File: config.mk
export PLATFORM = sky130hd
export DESIGN_NAME = ucsbece154a_idex
export DESIGN_NICKNAME = d
export VERILOG_FILES = /design/src/rtl/ucsbece154a_defines.sv /design/src/rtl/ucsbece154a_bypass.sv /design/src/rtl/ucsbece154a_idex.sv
export SDC_FILE = /design/constraint.sdc
export NUM_CORES = 1
export LEC_CHECK = 0
export ABC_AREA = 1
export CAP_MARGIN = 10
export CORE_AREA = 2 2 177 179
export DETAILED_ROUTE_END_ITERATION = 8
export DIE_AREA = 0 0 179 181
export PLACE_DENSITY = 0.7
export SETUP_SLACK_MARGIN = 0.4
export SYNTH_ARGS = -nofsm -noshare
export SYNTH_HDL_FRONTEND = slang
export SYNTH_HIERARCHICAL = 1
export SYNTH_SLANG_ARGS = --single-unit
File: constraint.sdc
create_clock -name clk -period 18.25 [get_ports clk]
set_input_delay 2.7375 -clock clk [delete_from_list [all_inputs] [get_ports clk]]
set_output_delay 2.7375 -clock clk [all_outputs]
set_load 0.01 [all_outputs]
File: src/rtl/ucsbece154a_defines.sv
// Shared constants and types for the ID/EX pipeline register.
package ucsbece154a_defines;

    localparam int CTRL_W_DEF = 16;
    localparam int CNT_W_DEF  = 16;
    localparam logic [4:0] X0_IDX = 5'd0;

    // Everything in the E stage except the parameter-width control bundle
    typedef struct packed {
        logic        valid;
        logic [4:0]  rs1;
        logic [4:0]  rs2;
        logic [4:0]  rd;
        logic [31:0] rd1;
        logic [31:0] rd2;
        logic [31:0] imm;
        logic [31:0] pc;
        logic [31:0] pcplus4;
    } e_regs_t;

endpackage

File: src/rtl/ucsbece154a_bypass.sv
// Operand select: x0 reads as zero, a matching non-x0 writeback wins over the stored value.
module ucsbece154a_bypass
    import ucsbece154a_defines::*;
(
    input  logic [4:0]  rs_i,
    input  logic [31:0] data_i,
    input  logic        we_w_i,
    input  logic [4:0]  rd_w_i,
    input  logic [31:0] result_w_i,
    output logic [31:0] data_o
);

    logic wb_hit;

    always_comb begin
        wb_hit = we_w_i && (rd_w_i != X0_IDX) && (rd_w_i == rs_i);
        data_o = data_i;
        if (rs_i == X0_IDX) begin
            data_o = '0;
        end else if (wb_hit) begin
            data_o = result_w_i;
        end
    end

endmodule

File: src/rtl/ucsbece154a_idex.sv
// ID/EX pipeline register with writeback bypass, stall refresh, flush bubbles
// and saturating stall/bubble performance counters.
module ucsbece154a_idex
    import ucsbece154a_defines::*;
#(
    parameter int CTRL_W = CTRL_W_DEF,
    parameter int CNT_W  = CNT_W_DEF
) (
    input  logic              clk,
    input  logic              reset,
    input  logic              stall_i,
    input  logic              flush_i,
    input  logic              valid_d_i,
    input  logic [4:0]        rs1_d_i,
    input  logic [4:0]        rs2_d_i,
    input  logic [4:0]        rd_d_i,
    input  logic [31:0]       rd1_d_i,
    input  logic [31:0]       rd2_d_i,
    input  logic [31:0]       imm_d_i,
    input  logic [31:0]       pc_d_i,
    input  logic [31:0]       pcplus4_d_i,
    input  logic [CTRL_W-1:0] ctrl_d_i,
    input  logic              we_w_i,
    input  logic [4:0]        rd_w_i,
    input  logic [31:0]       result_w_i,
    output logic              valid_e_o,
    output logic [4:0]        rs1_e_o,
    output logic [4:0]        rs2_e_o,
    output logic [4:0]        rd_e_o,
    output logic [31:0]       rd1_e_o,
    output logic [31:0]       rd2_e_o,
    output logic [31:0]       imm_e_o,
    output logic [31:0]       pc_e_o,
    output logic [31:0]       pcplus4_e_o,
    output logic [CTRL_W-1:0] ctrl_e_o,
    output logic [CNT_W-1:0]  stall_cnt_o,
    output logic [CNT_W-1:0]  bubble_cnt_o
);

    e_regs_t           e_q, e_d;
    logic [CTRL_W-1:0] ctrl_e_q, ctrl_e_d;
    logic [CNT_W-1:0]  stall_cnt_q, stall_cnt_d;
    logic [CNT_W-1:0]  bubble_cnt_q, bubble_cnt_d;
    logic [4:0]        byp1_rs, byp2_rs;
    logic [31:0]       byp1_in, byp2_in, byp1_out, byp2_out;
    logic              load_bubble;

    // While stalled the same selectors refresh the held operands instead of the D-stage ones
    assign byp1_rs = stall_i ? e_q.rs1 : rs1_d_i;
    assign byp1_in = stall_i ? e_q.rd1 : rd1_d_i;
    assign byp2_rs = stall_i ? e_q.rs2 : rs2_d_i;
    assign byp2_in = stall_i ? e_q.rd2 : rd2_d_i;

    ucsbece154a_bypass u_byp1 (
        .rs_i(byp1_rs), .data_i(byp1_in), .we_w_i(we_w_i),
        .rd_w_i(rd_w_i), .result_w_i(result_w_i), .data_o(byp1_out)
    );

    ucsbece154a_bypass u_byp2 (
        .rs_i(byp2_rs), .data_i(byp2_in), .we_w_i(we_w_i),
        .rd_w_i(rd_w_i), .result_w_i(result_w_i), .data_o(byp2_out)
    );

    always_comb begin
        e_d          = e_q;
        ctrl_e_d     = ctrl_e_q;
        stall_cnt_d  = stall_cnt_q;
        bubble_cnt_d = bubble_cnt_q;
        load_bubble  = flush_i || (!stall_i && !valid_d_i);

        if (load_bubble) begin
            e_d      = '0;
            ctrl_e_d = '0;
        end else if (stall_i) begin
            if (e_q.valid) begin
                e_d.rd1 = byp1_out;
                e_d.rd2 = byp2_out;
            end
        end else begin
            e_d.valid   = 1'b1;
            e_d.rs1     = rs1_d_i;
            e_d.rs2     = rs2_d_i;
            e_d.rd      = rd_d_i;
            e_d.rd1     = byp1_out;
            e_d.rd2     = byp2_out;
            e_d.imm     = imm_d_i;
            e_d.pc      = pc_d_i;
            e_d.pcplus4 = pcplus4_d_i;
            ctrl_e_d    = ctrl_d_i;
        end

        // Counters stick at all-ones rather than wrapping
        if (stall_i && !flush_i && (stall_cnt_q != '1)) begin
            stall_cnt_d = stall_cnt_q + CNT_W'(1);
        end
        if (load_bubble && (bubble_cnt_q != '1)) begin
            bubble_cnt_d = bubble_cnt_q + CNT_W'(1);
        end
    end

    always_ff @(posedge clk or posedge reset) begin
        if (reset) begin
            e_q          <= '0;
            ctrl_e_q     <= '0;
            stall_cnt_q  <= '0;
            bubble_cnt_q <= '0;
        end else begin
            e_q          <= e_d;
            ctrl_e_q     <= ctrl_e_d;
            stall_cnt_q  <= stall_cnt_d;
            bubble_cnt_q <= bubble_cnt_d;
        end
    end

    assign valid_e_o    = e_q.valid;
    assign rs1_e_o      = e_q.rs1;
    assign rs2_e_o      = e_q.rs2;
    assign rd_e_o       = e_q.rd;
    assign rd1_e_o      = e_q.rd1;
    assign rd2_e_o      = e_q.rd2;
    assign imm_e_o      = e_q.imm;
    assign pc_e_o       = e_q.pc;
    assign pcplus4_e_o  = e_q.pcplus4;
    assign ctrl_e_o     = ctrl_e_q;
    assign stall_cnt_o  = stall_cnt_q;
    assign bubble_cnt_o = bubble_cnt_q;

endmodule

Yosys cells after proc, flatten, opt, wreduce, memory -nomap -nowiden. Index checks and enable logic that the tools add are counted.

Eq/ne operators: 6. $add $sub $neg: 2. Reduce and logical (&&, ||, !) cells: 14. Mux-type cells: 15.

Operators with widths (count): 2-to-1 mux 32 bit (6); 2-to-1 mux 176 bit (1); 2-to-1 mux 64 bit (2); 2-to-1 mux 96 bit (1); 2-to-1 mux 16 bit (3); adder 16 x 1 -> 16 bit (second input constant) (2); inequality test 16 bit (second input constant) (2); equality test 5 bit (2); logical NOT 5 bit (2); 2-to-1 mux 5 bit (2); logical AND 1 bit (7); nonzero test 5 bit (1); logical NOT 1 bit (3); inequality test 3 x 1 -> 1 bit (second input constant) (1); inequality test 2 x 1 -> 1 bit (second input constant) (1); logical OR 1 bit (1).

Output and inout bits: 224. Bits of input ports: 234. Flip-flop bits (word level): 224. Word-level logic and storage cells: 49.

Longest topological paths before layout. Gate-level depths: netlist (run 1).

Depth in word-level cells: 8. Depth in mapped cells: 16. Gate-level depth less buffers: 13.

Cells and area by module. Netlist (run 1), hierarchy kept.

Modules (own cells, without submodules): ucsbece154a_idex (area an instance 10128.5 µm², seq. area each 5605.4 µm², cells an instance 1284, times used 1); ucsbece154a_bypass (area an instance 996.0 µm², seq. area each 0.0 µm², cells an instance 219, times used 2).

Least setup slack after synthesis (run 1). OpenSTA, ideal clock, no wires.

Path type: input-to-reg. Start point: input stall_i. End point: register e_q, in the netlist rd2_e_o[0]. Path slack: 13978 ps. Required time: 18167 ps. Cell stages on the path: 16. Library setup time: 83 ps. Path buffers: 3. Arrival: 4189 ps. Path through: inv_1 buf_2 buf_2 nand2_1 nand2_1 inv_1 nand2_1 nand2_2 nor2_8 nand3_4 nor2_8 buf_6 nor2_1 nor2_1 nand2_1 o21ai_0.

Longest elaborated chain between the ends: 8. Elaborated cells on any way between the ends: 14. Classes of those cells: 2 x eq/ne; 7 x mux; 5 x reduce/logical.

RTL lines: start: declaration (RTL line ucsbece154a_idex.sv:11) `input logic stall_i,`; 2-to-1 mux 5 bit * (RTL line ucsbece154a_idex.sv:51) `assign byp2_rs = stall_i ? e_q.rs2 : rs2_d_i;`; named net byp2_rs[3] (RTL line ucsbece154a_idex.sv:44) `logic [4:0] byp1_rs, byp2_rs;`; equality test 5 bit (RTL line ucsbece154a_bypass.sv:16) `wb_hit = we_w_i && (rd_w_i != X0_IDX) && (rd_w_i == rs_i);`; logical AND 1 bit (RTL line ucsbece154a_bypass.sv:16); 2-to-1 mux 32 bit (RTL line ucsbece154a_bypass.sv:20) `end else if (wb_hit) begin`; 2-to-1 mux 32 bit * (RTL line ucsbece154a_bypass.sv:18) `if (rs_i == X0_IDX) begin`; named net byp2_out[0] (RTL line ucsbece154a_idex.sv:45) `logic [31:0] byp1_in, byp2_in, byp1_out, byp2_out;`; 2-to-1 mux 64 bit (RTL line ucsbece154a_idex.sv:75) `if (e_q.valid) begin`; 2-to-1 mux 64 bit * (RTL line ucsbece154a_idex.sv:74) `end else if (stall_i) begin`; 2-to-1 mux 176 bit * (RTL line ucsbece154a_idex.sv:71) `if (load_bubble) begin`; end signal: assignment (RTL line ucsbece154a_idex.sv:103) `e_q <= '0;`; end signal: assignment (RTL line ucsbece154a_idex.sv:108) `e_q <= e_d;`; end: declaration (RTL line ucsbece154a_idex.sv:40) `e_regs_t e_q, e_d;`.

Mark *: on every way through the listed nets, which the timed path passes. The rest lies on a longest branch. The select of a mux whose other input is x is not followed. A chain may end at the register's enable or synchronous reset.

Worst setup path in the final report (run 1).
Start point: input stall_i. End point: register e_q, in the netlist rd1_e_o[30].

Longest elaborated chain between the ends: 8. Elaborated cells on any way between the ends: 14. Classes of those cells: 2 x eq/ne; 7 x mux; 5 x reduce/logical.

RTL lines: 2-to-1 mux 5 bit * (RTL line ucsbece154a_idex.sv:49) `assign byp1_rs = stall_i ? e_q.rs1 : rs1_d_i;`; named net byp1_rs[4] (RTL line ucsbece154a_idex.sv:44); equality test 5 bit (RTL line ucsbece154a_bypass.sv:16); logical AND 1 bit (RTL line ucsbece154a_bypass.sv:16); 2-to-1 mux 32 bit (RTL line ucsbece154a_bypass.sv:20); 2-to-1 mux 32 bit * (RTL line ucsbece154a_bypass.sv:18); named net byp1_out[30] (RTL line ucsbece154a_idex.sv:45); 2-to-1 mux 64 bit (RTL line ucsbece154a_idex.sv:75); 2-to-1 mux 64 bit * (RTL line ucsbece154a_idex.sv:74); 2-to-1 mux 176 bit * (RTL line ucsbece154a_idex.sv:71).

Marked as above.

==> impl_metrics.yaml, run 1 <==
floorplanning:
  die_x_microns: 179
  coreArea_sq_um: 30300
  start_util_pct: 39.9
  fp.dieH_microns: 181
  fp-row-count: 64
  ioPinCount: 458
  floorplan.die_area_sq_um: 32400
global_routing:
  grt_pass1_vias: 12100
  busiest_layer: "met2"
  met3_usage_pct: 7.20
  grt_max_degree: 132
  grt_use_total_pct: 26.6
  grt_pass1_wl_microns: 67600
  grt_antenna_before_repair: 5
  use_met1_pct: 33.3
  grt.overflow.total: 0
  met2_usage_pct: 43.2
timing:
  worst_slew_pin_slew_ns: 1.25
  slew_violations: 0
  fin_crit_ns: 6.16
  finalSetupViolations: 0
  skew_ns: 0.0147
  max_freq_mhz: 162
  rsz0062_at_grt: "no"
  tns_ns: 0
  max-slew-margin-rel_pct: 16.5
  fin_crit_sh_pct: 33.7
  final_hold_viol_count: 0
setup_path:
  required_ns: 18.63
  worstPathCellList: "clkdlybuf4s50_1 > inv_4 > buf_4 > nand2_1 > nand2_1 > inv_2 > nand2_1 > nand2_1 > inv_2 > nor2_8 > nor2_1 > nor2_1 > nand2_1 > o21ai_0"
  path_buf_inv: 5
  critPathSlowestCell: "buf_4"
  critPathArrivalTime_ns: 6.54
  crit_path_max_incr_delay_ns: 0.86
  r2r_slack_ns: 15.55
  cp_max_fo: 131
  start_kind: "primary input"
  end_kind: "flip-flop"
  path_common_cell: "nand2_1"
  crit_type: "in -> reg"
  path_delay_family: "buffers and inverters"
cts:
  post-cts-setup-buffer-count: 0
  ctsHoldBuffers: 0
  clockBufferDepth: 3
  cts_made_buffers: 27
  clk_pin_slew_ns: 0.06
  cts_resized: 0
  clkLatencyLatePin_ns: 0.55
  htree_levels: 1
  cts.sinks: 224
  cts_tree: "yes"
  clk_root_buffer_cell: "clkbuf_16"
power_and_ir_drop:
  powerDensity_nw_per_um2: 81.7
  irDropWorstVdd_mv: 0.0688
  p_leak_nw: 8.51
placed_design:
  port_buffers: 457
  dp.cells: 2481
  place_congestion: 0.894
  dp_hpwl_microns: 31300
  placed_cell_area_sq_um: 16700
yosys:
  post_synth_num_cell_types: 25
  synth_area_sq_um: 12100
  avgSynthCellArea_sq_um: 7.04
  yosys_warnings: 6
  syn_nets: 1958
  synth_ff_type: "dfrtp_1"
  synthCells: 1722
  yosysSeqAreaShare_pct: 46.2
  async_flop_share_pct: 100
  synth-seq-cells: 224
  synth-edff-count: 0
drt:
  avgRoutedWirePerCell_microns: 17.5
  num_vias: 12600
  initialDrtViolationCount: 1028
  routed_wirelength_microns: 44400
  drc: 0
  ant_nets: 0
  vias_per_cell: 4.98
  first_pass_iters: 6
cells_and_area:
  fin_area_sq_um: 17600
  fillers: 2798
  layout_common_cells: "634 x nand2_1, 457 x clkdlybuf4s50_1, 224 x dfrtp_1, 181 x inv_1, 170 x nor2_1"
  drive_gt1_share_pct: 3.84
  utilization_pct: 58.1
  final_nets: 2352
  area_growth_pct: 45.5
  fin_cells: 2532
  mostFrequentLayoutCell: "nand2_1"
outcome:
  status: "finished clean"
worst_hold_path:
  hp-class: "reg -> reg"
flow_run:
  maxCapViolations: 0
[cell usage after synthesis, drive strengths merged, types with 2 or more instances]
library cell | count | share of area (%)
nand3b | 4 | 0.25
a21oi | 2 | 0.083
and2 | 10 | 0.52
buf | 79 | 3.6
nand2 | 639 | 20
nor2 | 182 | 6.3
xor2 | 4 | 0.29
inv | 192 | 5.9
o21ai | 146 | 6.0
ha | 2 | 0.21
dfrtp | 224 | 46
clkbuf | 23 | 0.71
nor3 | 3 | 0.12
nand4 | 73 | 3.8
nand3 | 137 | 5.9
[cells by family (layout without fill, tap and decap cells)]
kind of cell             after synthesis  count (layout)  share of synthesized area [%]
AO/OA/AOI/OAI                        148             148                           6.11
buffers and inverters                294             706                           10.3
AND/OR/NAND/NOR                     1049            1049                           36.8
adder cells (fa/ha/maj)                2               2                          0.206
flip-flops                           224             224                           46.2
other                                  0               2                              0
XOR/XNOR                               5               5                          0.361
[sequential cells by signal, indices dropped and copies added (netlist names), 5 cells and up]
register      count
pcplus4_e_o      32
rd_e_o            5
rs1_e_o           5
pc_e_o           32
stall_cnt_o      16
rd1_e_o          32
rd2_e_o          32
bubble_cnt_o     16
rs2_e_o           5
imm_e_o          32
ctrl_e_o         16
[metal layers]
metal  vias up  routed length, microns  share of wire (%)
li1       6155                       -                  -
met4         6                    1870                4.2
met1      5817                   17600                 40
met3       105                    4070                9.2
met5         -                      41              0.092
met2       519                   20800                 47
[final timing paths]
path                       cells past startpoint         start           end
min in group asynchronous                      2         reset    imm_e_o[7]
min reg2reg                                    2  ctrl_e_o[13]  ctrl_e_o[13]
max in group asynchronous                      3         reset    rs2_e_o[1]
max reg2reg                                   11    rs1_e_o[4]   rd1_e_o[30]
min                                            2  ctrl_e_o[13]  ctrl_e_o[13]
max                                           14       stall_i   rd1_e_o[30]
[per-stage QoR]
stage               hold slack (ns)  worst slack [ns]  total power, W
floorplan                     0.516              9.38        0.000734
global placement              0.462             11.54        0.000919
detailed placement            0.464             11.38        0.000923
CTS                           0.481             11.96         0.00145
global route                  0.498             11.80         0.00151
finish                        0.479             12.09         0.00144
[final cells by class]
class | instances | area (sq um) | share of cell area, %
Inverter | 192 | 732 | 4.15
Tap cell | 396 | 495 | 2.81
Clock inverter | 10 | 101 | 0.575
Clock buffer | 37 | 753 | 4.27
Multi-Input combinational cell | 1204 | 5280 | 29.9
Antenna cell | 2 | 5.00 | 0.0284
Sequential cell | 224 | 5610 | 31.8
Timing Repair Buffer | 467 | 4660 | 26.4
[report_power, final]
group	switching [W]	leakage [nW]	total (W)	internal, W
Clock	0.000221	0.425	0.000525	0.000304
Sequential	0.0000384	2.98	0.000577	0.000539
Combinational	0.000177	5.10	0.000339	0.000162
[worst register-to-register path: stages (launching register included)]
cell and delay [ns]:
dfrtp_1 0.38, nand2_1 0.07, nand2_1 0.11, inv_2 0.07, nand2_1 0.05, nand2_1 0.89, inv_2 0.16, nor2_8 0.47
nor2_1 0.09, nor2_1 0.13, nand2_1 0.06, o21ai_0 0.14
Note: power is estimated with default switching activity, not from simulation.
==> run 2: changes to the inputs <==
CORE_AREA = 2 2 178 180   (was 2 2 177 179)
DIE_AREA = 0 0 180 182   (was 0 0 179 181)
clock period = 5.7 ns   (was 18.25 ns; I/O delays follow)
==> impl_metrics.yaml, run 2 (synthesis gave the netlist of run 1 again) <==
floorplanning:
  ioPinCount: 458
  floorplan.die_area_sq_um: 32800
  fp.dieH_microns: 182
  die_x_microns: 180
  fp-row-count: 65
  coreArea_sq_um: 31000
  start_util_pct: 39.1
timing:
  rsz0062_at_grt: "no"
  slew_violations: 0
  fin_crit_ns: 3.66
  worst_slew_pin_slew_ns: 1.19
  max-slew-margin-rel_pct: 20.7
  skew_ns: 0.00966
  max_freq_mhz: 273
  finalSetupViolations: 0
  final_hold_viol_count: 0
  fin_crit_sh_pct: 64.2
  tns_ns: 0
global_routing:
  grt.overflow.total: 0
  grt_pass1_wl_microns: 71300
  grt_antenna_before_repair: 9
  grt_pass1_vias: 12600
  grt_use_total_pct: 27.1
  grt_max_degree: 112
drt:
  drc: 0
  num_vias: 12800
  first_pass_iters: 6
  ant_nets: 0
  routed_wirelength_microns: 45400
  vias_per_cell: 5.05
  avgRoutedWirePerCell_microns: 17.9
  initialDrtViolationCount: 1060
cells_and_area:
  layout_common_cells: "634 x nand2_1, 457 x clkdlybuf4s50_1, 224 x dfrtp_1, 181 x inv_1, 170 x nor2_1"
  final_nets: 2357
  area_growth_pct: 46.4
  fillers: 2855
  utilization_pct: 57.3
  drive_gt1_share_pct: 4.12
  mostFrequentLayoutCell: "nand2_1"
placed_design:
  place_congestion: 0.900
  port_buffers: 457
  dp_hpwl_microns: 32300
power_and_ir_drop:
  irDropWorstVdd_mv: 0.207
  powerDensity_nw_per_um2: 264
  p_leak_nw: 8.56
cts:
  cts_made_buffers: 27
  clkLatencyLatePin_ns: 0.54
  post-cts-setup-buffer-count: 0
  clockBufferDepth: 3
  clk_root_buffer_cell: "clkbuf_16"
  cts_resized: 0
  ctsHoldBuffers: 0
  cts_tree: "yes"
  clk_pin_slew_ns: 0.06
  htree_levels: 1
  cts.sinks: 224
setup_path:
  cp_max_fo: 37
  start_kind: "primary input"
  crit_type: "in -> reg"
  end_kind: "flip-flop"
  critPathArrivalTime_ns: 4.11
  required_ns: 6.15
outcome:
  status: "finished clean"
worst_hold_path:
  hp-class: "reg -> reg"
flow_run:
  maxCapViolations: 0
-- run 2: changes by cell type in the layout (fill, tap and decap cells not counted), moves of 2 or more --
cell	before	now
diode_2	2	6
bufinv_16	1	3
clkbuf_1	6	1
clkbuf_8	4	6
buf_4	8	12
-- run 2: metrics by stage --
step / hold WS (ns) / instances / cell area, sq um / setup slack, ns / total power [W]
after global routing: 0.501 / 2539 / 17700 / 1.69 / 0.00491
after floorplan: 0.516 / 1722 / 12100 / 1.92 / 0.00235
final: 0.474 / 2543 / 17700 / 2.04 / 0.00469
after CTS: 0.480 / 2537 / 17700 / 2.05 / 0.00473
after detailed placement: 0.464 / 2494 / 16800 / 1.51 / 0.00296
after global placement: 0.461 / 2492 / 16800 / 1.29 / 0.00294
-- run 2: critical path, stage by stage --
cell and delay [ns]:
clkdlybuf4s50_1 0.81, clkinv_2 0.53, nand2_1 0.17, nand2_1 0.11
nand2_1 0.10, nand2_2 0.08, nor2_8 0.44, nand3_4 0.17
nor2_8 0.43, nor2_1 0.07, nor2_1 0.12, nand2_1 0.07
o21ai_1 0.13
-- run 2: area by class of cell --
type | count | area (sq um) | share of cell area [%]
clock buffers | 34 | 762 | 4.29
inverters | 192 | 727 | 4.10
multi-input cells | 1204 | 5280 | 29.8
flip-flops and latches | 224 | 5610 | 31.6
repair buffers | 472 | 4730 | 26.6
diodes | 6 | 15.0 | 0.0846
well taps | 402 | 503 | 2.83
clock inverters | 9 | 124 | 0.698
-- run 2: path summary, 6_finish.rpt --
kind	slack [ns]	from	end	depth (start not counted)
min in group asynchronous	0.74	reset	pcplus4_e_o[29]	2
hold / removal	0.47	pcplus4_e_o[16]	pcplus4_e_o[16]	2
hold reg to reg	0.47	pcplus4_e_o[16]	pcplus4_e_o[16]	2
setup / recovery	2.04	stall_i	rd2_e_o[21]	13
max in group asynchronous	3.85	reset	imm_e_o[2]	3
setup reg to reg	3.37	bubble_cnt_o[0]	bubble_cnt_o[3]	9
-- run 2: layer usage --
| layer | track usage [%] | part of all wire [%] | routed length (microns) | vias to the layer above |
|---|---|---|---|---|
| li1 | - | - | - | 6173 |
| met1 | 34.5 | 41 | 18700 | 6029 |
| met3 | 7.12 | 8.4 | 3810 | 85 |
| met4 | 9.79 | 3.6 | 1640 | 6 |
| met2 | 44.4 | 47 | 21300 | 543 |
| met5 | 0 | 0.097 | 44 | - |
-- run 2: where the power goes --
part	internal [W]	leakage, nW	total [W]	switching (W)
Combinational	0.000522	5.13	0.00108	0.000560
Sequential	0.00172	2.98	0.00185	0.000125
Clock	0.00107	0.444	0.00176	0.000690
Total	0.00331	8.56	0.00469	0.00137
==> run 3: changes to the inputs <==
clock period = 3.5 ns   (was 5.7 ns; I/O delays follow)
==> impl_metrics.yaml, run 3 (synthesis gave the netlist of run 1 again) <==
floorplanning:
  floorplan.die_area_sq_um: 32800
  die_x_microns: 180
  start_util_pct: 39.1
  coreArea_sq_um: 31000
  ioPinCount: 458
  fp.dieH_microns: 182
  fp-row-count: 65
placed_design:
  place_congestion: 0.894
  port_buffers: 457
  dp_hpwl_microns: 32300
  pre_cts_ws_ns: 0.321
  dp.cells: 2506
cells_and_area:
  mostFrequentLayoutCell: "nand2_1"
  area_growth_pct: 47.2
  drive_gt1_share_pct: 4.65
  utilization_pct: 57.6
  final_nets: 2368
  layout_common_cells: "634 x nand2_1, 457 x clkdlybuf4s50_1, 224 x dfrtp_1, 181 x inv_1, 170 x nor2_1"
  fin_cells: 2558
drt:
  initialDrtViolationCount: 1029
  ant_nets: 0
  num_vias: 12900
  first_pass_iters: 5
  routed_wirelength_microns: 44500
  vias_per_cell: 5.03
  avgRoutedWirePerCell_microns: 17.4
  drc: 0
setup_path:
  critPathArrivalTime_ns: 3.06
  r2r_slack_ns: 1.50
  required_ns: 3.96
  crit_type: "in -> reg"
  cp_max_fo: 32
  end_kind: "flip-flop"
  start_kind: "primary input"
power_and_ir_drop:
  p_leak_nw: 8.61
  irDropWorstVdd_mv: 0.331
  powerDensity_nw_per_um2: 420
global_routing:
  grt_pass1_vias: 12600
  grt_antenna_before_repair: 6
  grt_max_degree: 129
  grt_pass1_wl_microns: 70000
  grt.overflow.total: 0
  grt_use_total_pct: 26.5
flow_run:
  maxCapViolations: 0
worst_hold_path:
  hp-class: "reg -> reg"
timing:
  final_hold_viol_count: 0
  worst_slew_pin_slew_ns: 0.821
  hold-worst-slack_ns: 0.477
  slew_violations: 0
  fin_crit_ns: 2.60
  max_freq_mhz: 384
  finalSetupViolations: 0
  max-slew-margin-rel_pct: 45.2
  rsz0062_at_grt: "no"
  fin_crit_sh_pct: 74.3
  skew_ns: 0.0142
  tns_ns: 0
  fin_ws_ns: 0.898
cts:
  clk_pin_slew_ns: 0.06
  htree_levels: 1
  clkLatencyLatePin_ns: 0.54
  cts_resized: 0
  cts_tree: "yes"
  cts.sinks: 224
  clk_root_buffer_cell: "clkbuf_16"
  cts_made_buffers: 26
  clockBufferDepth: 3
  ctsHoldBuffers: 0
  post-cts-setup-buffer-count: 0
outcome:
  status: "finished clean"
==> run 3: final cells by class <==
type,count,area (sq um)
inverters,192,727
fillers,2877,13100
multi-input cells,1204,5280
clock inverters,13,129
well taps,402,503
diodes,4,10.0
flip-flops and latches,224,5610
repair buffers,484,4880
clock buffers,35,714
==> run 3: final timing paths <==
| path | cells past startpoint | end | startpoint |
|---|---|---|---|
| min | 2 | pc_e_o[29] | pc_e_o[29] |
| max in group asynchronous | 3 | rd2_e_o[31] | reset |
| min reg2reg | 2 | pc_e_o[29] | pc_e_o[29] |
| max | 13 | rd2_e_o[25] | stall_i |
| min in group asynchronous | 2 | pc_e_o[10] | reset |
| max reg2reg | 12 | rd2_e_o[25] | rs2_e_o[0] |
==> run 3: metrics by stage <==
stage	cell area, sq um	total power, W
detailed placement	17000	0.00483
global placement	17000	0.00481
finish	17800	0.00750
floorplan	12100	0.00383
CTS	17800	0.00758
global route	17800	0.00788
==> run 3: per-layer routing <==
metal,up-vias,share of wire [%],routed length (microns),GRT usage [%]
met5,-,0.067,30,0
met4,4,2.9,1300,7.71
met3,89,9.3,4120,7.58
met2,501,48,21300,44.6
met1,6062,40,17700,33.2
li1,6204,-,-,-
==> run 3: power breakdown <==
part	switching, W	internal (W)	total, W
Sequential	0.000208	0.00281	0.00302
Combinational	0.000907	0.000867	0.00177
Clock	0.00113	0.00158	0.00271
Total	0.00225	0.00526	0.00750
==> run 3: worst max-delay path, cell delays in order <==
cell and delay [ns]:
clkdlybuf4s50_1 0.80, clkinv_2 0.30, nand2_1 0.13, nand2_1 0.10, nand2_1 0.10, nand2_2 0.09
nor2_8 0.13, nand3_4 0.09, nor2_8 0.40, nor2_1 0.10, nor2_1 0.13, nand2_1 0.06
o21ai_1 0.09
